===== src/rtl/mem_port_arbiter.sv =====
// Memory port arbiter: shares one instruction/data memory port between the
// fetch stage and the data-access stage. The winner owns the port for a
// whole burst. Back-to-back bursts are re-arbitrated on the edge that ends
// the last beat, so no bubble cycle is inserted between them.
//
// Ports:
//   clock, reset_n            - clock and asynchronous active-low reset
//   f_req/f_addr/f_size       - fetch request (always a read)
//   f_grant/f_stall/f_done    - fetch owns port / waiting / last beat pulse
//   d_req/d_rw/d_addr/d_size  - data request (d_rw: 1 = read, 0 = write)
//   d_grant/d_stall/d_done    - data owns port / waiting / last beat pulse
//   mem_addr/mem_rw/mem_access_size/mem_enable - memory-side request, held per burst
module mem_port_arbiter #(
    parameter int unsigned MAX_BURST       = 16,
    parameter int unsigned MAX_DATA_STREAK = 2,
    parameter int unsigned WORD_BYTES      = 4
) (
    input  logic        clock,
    input  logic        reset_n,
    input  logic        f_req,
    input  logic [31:0] f_addr,
    input  logic [31:0] f_size,
    output logic        f_grant,
    output logic        f_stall,
    output logic        f_done,
    input  logic        d_req,
    input  logic        d_rw,
    input  logic [31:0] d_addr,
    input  logic [31:0] d_size,
    output logic        d_grant,
    output logic        d_stall,
    output logic        d_done,
    output logic [31:0] mem_addr,
    output logic        mem_rw,
    output logic [31:0] mem_access_size,
    output logic        mem_enable
);

    localparam int unsigned CNT_W     = (MAX_BURST > 1) ? $clog2(MAX_BURST) : 1;
    localparam int unsigned STREAK_W  = (MAX_DATA_STREAK > 0) ? $clog2(MAX_DATA_STREAK + 1) : 1;
    localparam int unsigned ALIGN_W   = $clog2(WORD_BYTES);
    localparam logic [31:0] ADDR_MASK = ~((32'd1 << ALIGN_W) - 32'd1);
    localparam logic [STREAK_W-1:0] STREAK_MAX = STREAK_W'(MAX_DATA_STREAK);

    typedef enum logic [1:0] {
        IDLE   = 2'd0,
        F_BUSY = 2'd1,
        D_BUSY = 2'd2
    } state_t;

    // Burst length in words: 0 means 1, anything above MAX_BURST is clamped.
    function automatic logic [31:0] eff_size(input logic [31:0] size);
        if (size == 32'd0) begin
            return 32'd1;
        end else if (size > 32'(MAX_BURST)) begin
            return 32'(MAX_BURST);
        end else begin
            return size;
        end
    endfunction

    state_t                state_q, state_d;
    logic [CNT_W-1:0]      beat_q, beat_d;
    logic [STREAK_W-1:0]   streak_q, streak_d;
    logic                  f_grant_q, f_grant_d;
    logic                  d_grant_q, d_grant_d;
    logic                  f_done_q, f_done_d;
    logic                  d_done_q, d_done_d;
    logic [31:0]           mem_addr_q, mem_addr_d;
    logic                  mem_rw_q, mem_rw_d;
    logic [31:0]           mem_size_q, mem_size_d;
    logic                  mem_enable_q, mem_enable_d;

    logic                  arb_point;
    logic                  f_win;
    logic                  d_win;
    logic [31:0]           f_eff;
    logic [31:0]           d_eff;

    // State register.
    always_ff @(posedge clock or negedge reset_n) begin
        if (!reset_n) begin
            state_q      <= IDLE;
            beat_q       <= '0;
            streak_q     <= '0;
            f_grant_q    <= 1'b0;
            d_grant_q    <= 1'b0;
            f_done_q     <= 1'b0;
            d_done_q     <= 1'b0;
            mem_addr_q   <= '0;
            mem_rw_q     <= 1'b0;
            mem_size_q   <= '0;
            mem_enable_q <= 1'b0;
        end else begin
            state_q      <= state_d;
            beat_q       <= beat_d;
            streak_q     <= streak_d;
            f_grant_q    <= f_grant_d;
            d_grant_q    <= d_grant_d;
            f_done_q     <= f_done_d;
            d_done_q     <= d_done_d;
            mem_addr_q   <= mem_addr_d;
            mem_rw_q     <= mem_rw_d;
            mem_size_q   <= mem_size_d;
            mem_enable_q <= mem_enable_d;
        end
    end

    // Next-state and registered-output logic.
    always_comb begin
        state_d      = state_q;
        beat_d       = beat_q;
        streak_d     = streak_q;
        f_grant_d    = f_grant_q;
        d_grant_d    = d_grant_q;
        f_done_d     = 1'b0;
        d_done_d     = 1'b0;
        mem_addr_d   = mem_addr_q;
        mem_rw_d     = mem_rw_q;
        mem_size_d   = mem_size_q;
        mem_enable_d = mem_enable_q;

        f_eff = eff_size(f_size);
        d_eff = eff_size(d_size);

        // Re-arbitrate when idle or on the edge that closes the last beat.
        arb_point = (state_q == IDLE) || (beat_q == '0);
        // Data has priority until it has won MAX_DATA_STREAK times in a row over a waiting fetch.
        f_win = f_req && (!d_req || (streak_q == STREAK_MAX));
        d_win = d_req && !f_win;

        if (arb_point) begin
            if (f_win) begin
                state_d      = F_BUSY;
                beat_d       = CNT_W'(f_eff - 32'd1);
                streak_d     = '0;
                f_grant_d    = 1'b1;
                d_grant_d    = 1'b0;
                f_done_d     = (f_eff == 32'd1);
                mem_addr_d   = f_addr & ADDR_MASK;
                mem_rw_d     = 1'b1;
                mem_size_d   = f_eff;
                mem_enable_d = 1'b1;
            end else if (d_win) begin
                state_d      = D_BUSY;
                beat_d       = CNT_W'(d_eff - 32'd1);
                if (!f_req) begin
                    streak_d = '0;
                end else if (streak_q != STREAK_MAX) begin
                    streak_d = streak_q + STREAK_W'(1);
                end
                f_grant_d    = 1'b0;
                d_grant_d    = 1'b1;
                d_done_d     = (d_eff == 32'd1);
                mem_addr_d   = d_addr & ADDR_MASK;
                mem_rw_d     = d_rw;
                mem_size_d   = d_eff;
                mem_enable_d = 1'b1;
            end else begin
                state_d      = IDLE;
                beat_d       = '0;
                f_grant_d    = 1'b0;
                d_grant_d    = 1'b0;
                mem_addr_d   = '0;
                mem_rw_d     = 1'b0;
                mem_size_d   = '0;
                mem_enable_d = 1'b0;
            end
        end else begin
            // Mid-burst: count down; the beat that reaches zero carries done.
            beat_d   = beat_q - CNT_W'(1);
            f_done_d = (state_q == F_BUSY) && (beat_q == CNT_W'(1));
            d_done_d = (state_q == D_BUSY) && (beat_q == CNT_W'(1));
        end
    end

    assign f_grant         = f_grant_q;
    assign d_grant         = d_grant_q;
    assign f_done          = f_done_q;
    assign d_done          = d_done_q;
    assign mem_addr        = mem_addr_q;
    assign mem_rw          = mem_rw_q;
    assign mem_access_size = mem_size_q;
    assign mem_enable      = mem_enable_q;

    // Stall is a pending request that does not currently own the port.
    assign f_stall = f_req & ~f_grant_q;
    assign d_stall = d_req & ~d_grant_q;

endmodule

===== config.mk =====
export PLATFORM = sky130hd
export DESIGN_NAME = mem_port_arbiter
export DESIGN_NICKNAME = d
export VERILOG_FILES = /design/src/rtl/mem_port_arbiter.sv
export SDC_FILE = /design/constraint.sdc
export NUM_CORES = 1
export LEC_CHECK = 0
export ABC_CLOCK_PERIOD_IN_PS = 1900
export BUFFER_PORTS_ARGS = -buffer_cell sky130_fd_sc_hd__clkbuf_2
export CAP_MARGIN = 40
export CORE_MARGIN = 3
export CORE_UTILIZATION = 39
export DETAILED_ROUTE_END_ITERATION = 10
export PLACE_DENSITY = 0.81
export SYNTH_ARGS = -nofsm -noshare
export SYNTH_HDL_FRONTEND = slang
export SYNTH_SLANG_ARGS = --single-unit

===== constraint.sdc =====
create_clock -name clock -period 1.9 [get_ports clock]
set_input_delay 0.475 -clock clock [delete_from_list [all_inputs] [get_ports clock]]
set_output_delay 0.475 -clock clock [all_outputs]
set_load 0.01 [all_outputs]

==> results summary <==
The async set-reset flop share out of synthesis is 1.000. The worst-margin pin slew came out at 0.4952 ns. In the routed design, unresolved DRC markers number 0. Entering global routing, the biggest net connects 40 pins. The final critical delay including setup and external delays is 1.830 ns. The proportion of synthesized chip area in sequential cells is 0.5600. The register-to-register setup slack came out at 0.11 ns. The number of rows created at floorplan came out at 32. The critical path buffer and inverter count came out at 2. The effective utilization at floorplan came out at 0.4150. The pre-CTS setup slack came out at -0.3837 ns. The number of primary I/O pins came out at 205. The H-tree was split into 3 levels. The number of hold buffers added after CTS came out at 0. The number of failing setup endpoints in the final timing report came out at 0.

The share of synthesized area in the top cell type comes to 0.5600. The cell family contributing the most delay on the critical path is simple AND/OR/NAND/NOR gates. The worst setup margin is 0.07004 ns.

The later pin in the worst-skew pair is clocked with a latency of 0.34 ns. Setup repair after global routing left no endpoint under its margin. STA classifies the critical path endpoint as a register.

The data arrival time of the critical path came out at 2.09 ns. The classification of the worst setup path is input port to register. The floorplan die height is 98.09 um. The slowest stage of the critical path is the or4_4 cell. The first global-routing pass estimated ~15000 um of wire. For this run, the top clock speed supported by timing is 546.5 MHz.

The most instantiated flip-flop cell in the synthesis netlist is dfrtp_1. The per-instance average area after synthesis is 10.33 um2. The clock arrives with 0.01114 ns of skew. The required arrival time at the worst endpoint is 2.16 ns. The number of antenna repair diodes came out at 0. For this block, the initial DRC count from the detailed router was about 100. The via density per instance is approximately 5.2.

The leakage power summed over all cells is 2.520 nW. The final-report max-slew violation count is 0. Sorting the synthesized cells by area gives the leading types as dfrtp_1 56%, a221oi_1 7.9%, nor2_1 7.8%. TritonCTS built the clock tree. Synthesis inferred 74 register bits. After layout, the design draws a total of 6.291 mW. The depth of the worst register-to-register path is 8. The biggest area consumer among synthesized cells is dfrtp_1.

The post-synthesis instance total came out at 320. The initial antenna violation count was 0. In this run the critical register-to-register path is captured at mem_access_size[3]$_DFFE_PN0N_. The fraction of layout cells with a size suffix above 1 is 0.4689.

The net total in the final layout is 666. The worst setup path is launched from an input port. The highest cell delay on the worst timing path is 0.52 ns.

The final estimated routing congestion in global placement came out at 0.8534. Once detailed placement completed, the half-perimeter wirelength came to 7564 um. The critical path ends at beat_q[2]$_DFF_PN0_. The sink count of the clock tree came out at 74. The type of the worst min-delay path is input port to async pin. The buffer depth of the longest clock path came out at 2.

The ratio of total power to cell area came out at 1307 nW/um2. In this run the critical register-to-register path is launched from beat_q[1]$_DFF_PN0_. The Yosys step of the flow raised 0 warnings.

Counting the fill cells in the layout gives 675. The routed layout has 3317 vias. The detail-routed net length per standard cell is 15.34 um. The detailed-routing iteration count for the pre-antenna-repair pass came out at 4. The CTS clock-pin slew for the worst setup and hold paths is ~0.08 ns. The maximum VDD drop is between 600 and 700 uV. The critical path starts at f_size[9]. The area added between synthesis and finish came out at 45.55%. Global routing finished with a remaining overflow of 0.

After floorplanning, the core was sized to cover 7968 um2. In this run the clock root is driven by a clkbuf_8. The via count of the first global-routing pass was 3263. The maximum fanout count along the critical path came out at 3. The die covers 9621 um2. The run finished with clean final reports. Counting buffers and inverters, the worst setup path is 8 cells deep.

The number of maximum-capacitance constraint violations came out at 0. The cell area that synthesis handed to floorplanning was 3307 um2. The cell with the most instances after synthesis is dfrtp_1. The final layout contains routed wiring with a total length of 9710 um. The count of flip-flops with a built-in enable after synthesis is 0. Headroom to the max-slew limit came out at 0.6668.

The residual antenna-violating net count after detailed routing came out at 0. The final core utilization came out at 0.6041. The number of failing hold endpoints at the final stage was 0.

The total clock buffers created by CTS is 9. The number of input and output port buffers inserted came out at 198. Walking the worst path, the cells encountered are clkbuf_2 -> or4_4 -> or3_4 -> nor2_4 -> inv_1 -> ha_2 -> xnor2_2 -> o211ai_1. In the synthesized netlist, the cells that appear most often are 74 x dfrtp_1, 69 x nor2_1, 31 x and2_1. For this run, the total global-route usage over all layers was measured as 0.1964. The die is 98.09 um wide. Of the available clock period, the critical path in the final layout requires 0.9631. The count of unique library cells instantiated by Yosys came out at 44.
[placed cells by master, fill, tap and decap left out, drive strengths merged, types with 3 or more instances in the layout]
master,n
a21boi,3
a21oi,4
a221o,3
a221oi,30
and2,31
buf,17
clkbuf,208
dfrtp,74
ha,6
inv,8
nand2,9
nand3,3
nand4,3
nor2,70
nor3,6
nor4,14
o21ai,13
xor2,3
[power breakdown]
group | internal, mW | total [mW] | switching (mW)
logic | 1.21 | 2.77 | 1.55
clock network | 0.630 | 1.19 | 0.561
registers | 2.04 | 2.33 | 0.290
total | 3.89 | 6.29 | 2.40
[through the flow]
stage                     hold WS (ns)  instance area [um2]  cells  TNS (ns)
after floorplan                 0.1794                 3323    321   -0.5788
after global placement          0.4512                 4514    614    -1.908
final                          0.08989                 4813    633         0
after global routing            0.1065                 4813    633         0
after detailed placement        0.4705                 4514    614    -2.186
after CTS                      0.08906                 4712    629         0
[final cells by class]
cell class	instances	area (um2)	area share
clock buffers	10	137.6	0.02859
repair buffers	215	1192	0.2477
flip-flops and latches	74	1852	0.3847
clock inverters	5	55.05	0.01144
well taps	102	127.6	0.02651
multi-input cells	219	1419	0.2948
inverters	8	30.03	0.006239
[worst min path at each step]
stage,slack [ns],cells past startpoint,end,start
global route,0.11,1,mem_access_size[5]$_DFFE_PN0N_,reset_n
global placement,0.45,1,mem_access_size[31]$_DFFE_PN0N_,reset_n
detailed placement,0.47,1,mem_access_size[31]$_DFFE_PN0N_,reset_n
CTS,0.09,1,mem_access_size[31]$_DFFE_PN0N_,reset_n
finish,0.09,1,mem_access_size[31]$_DFFE_PN0N_,reset_n
floorplan,0.18,0,beat_q[0]$_DFF_PN0_,reset_n
[per-layer routing]
| layer | vias to the layer above | track usage | routed length, um |
|---|---|---|---|
| met4 | 0 | 0.06070 | 113 |
| met3 | 13 | 0.04571 | 882 |
| met5 | - | 0 | 0 |
| li1 | 1552 | - | - |
| met1 | 1568 | 0.2193 | 3617 |
| met2 | 184 | 0.3675 | 5096 |
[state kept, by name, summed over array words and instances, names as in the netlist]
signal           flops
beat_q               4
d_done               1
f_done               1
mem_access_size     32
mem_addr            30
mem_enable           1
mem_rw               1
state_q              2
streak_q             2
[cells by family (layout without fill, tap and decap cells)]
group           Yosys count  after routing  synth area share
simple gates            146            146            0.2259
flops                    74             74            0.5600
compound gates           61             61            0.1415
buf+inv                  28            238           0.03821
fa+ha+maj                 6              6           0.02270
xor+xnor                  4              4           0.01060
other cells               1              2          0.001134
[what timing repair did]
item / CTS / global route
buffers inserted: 0 / 3
endpoints found under the hold margin: 0 / 0
gates resized for setup: 1 / 10
pin swaps: 0 / 2
endpoints found under the setup margin: 1 / 39
cloned: 0 / 1
Note: power is estimated with default switching activity, not from simulation.
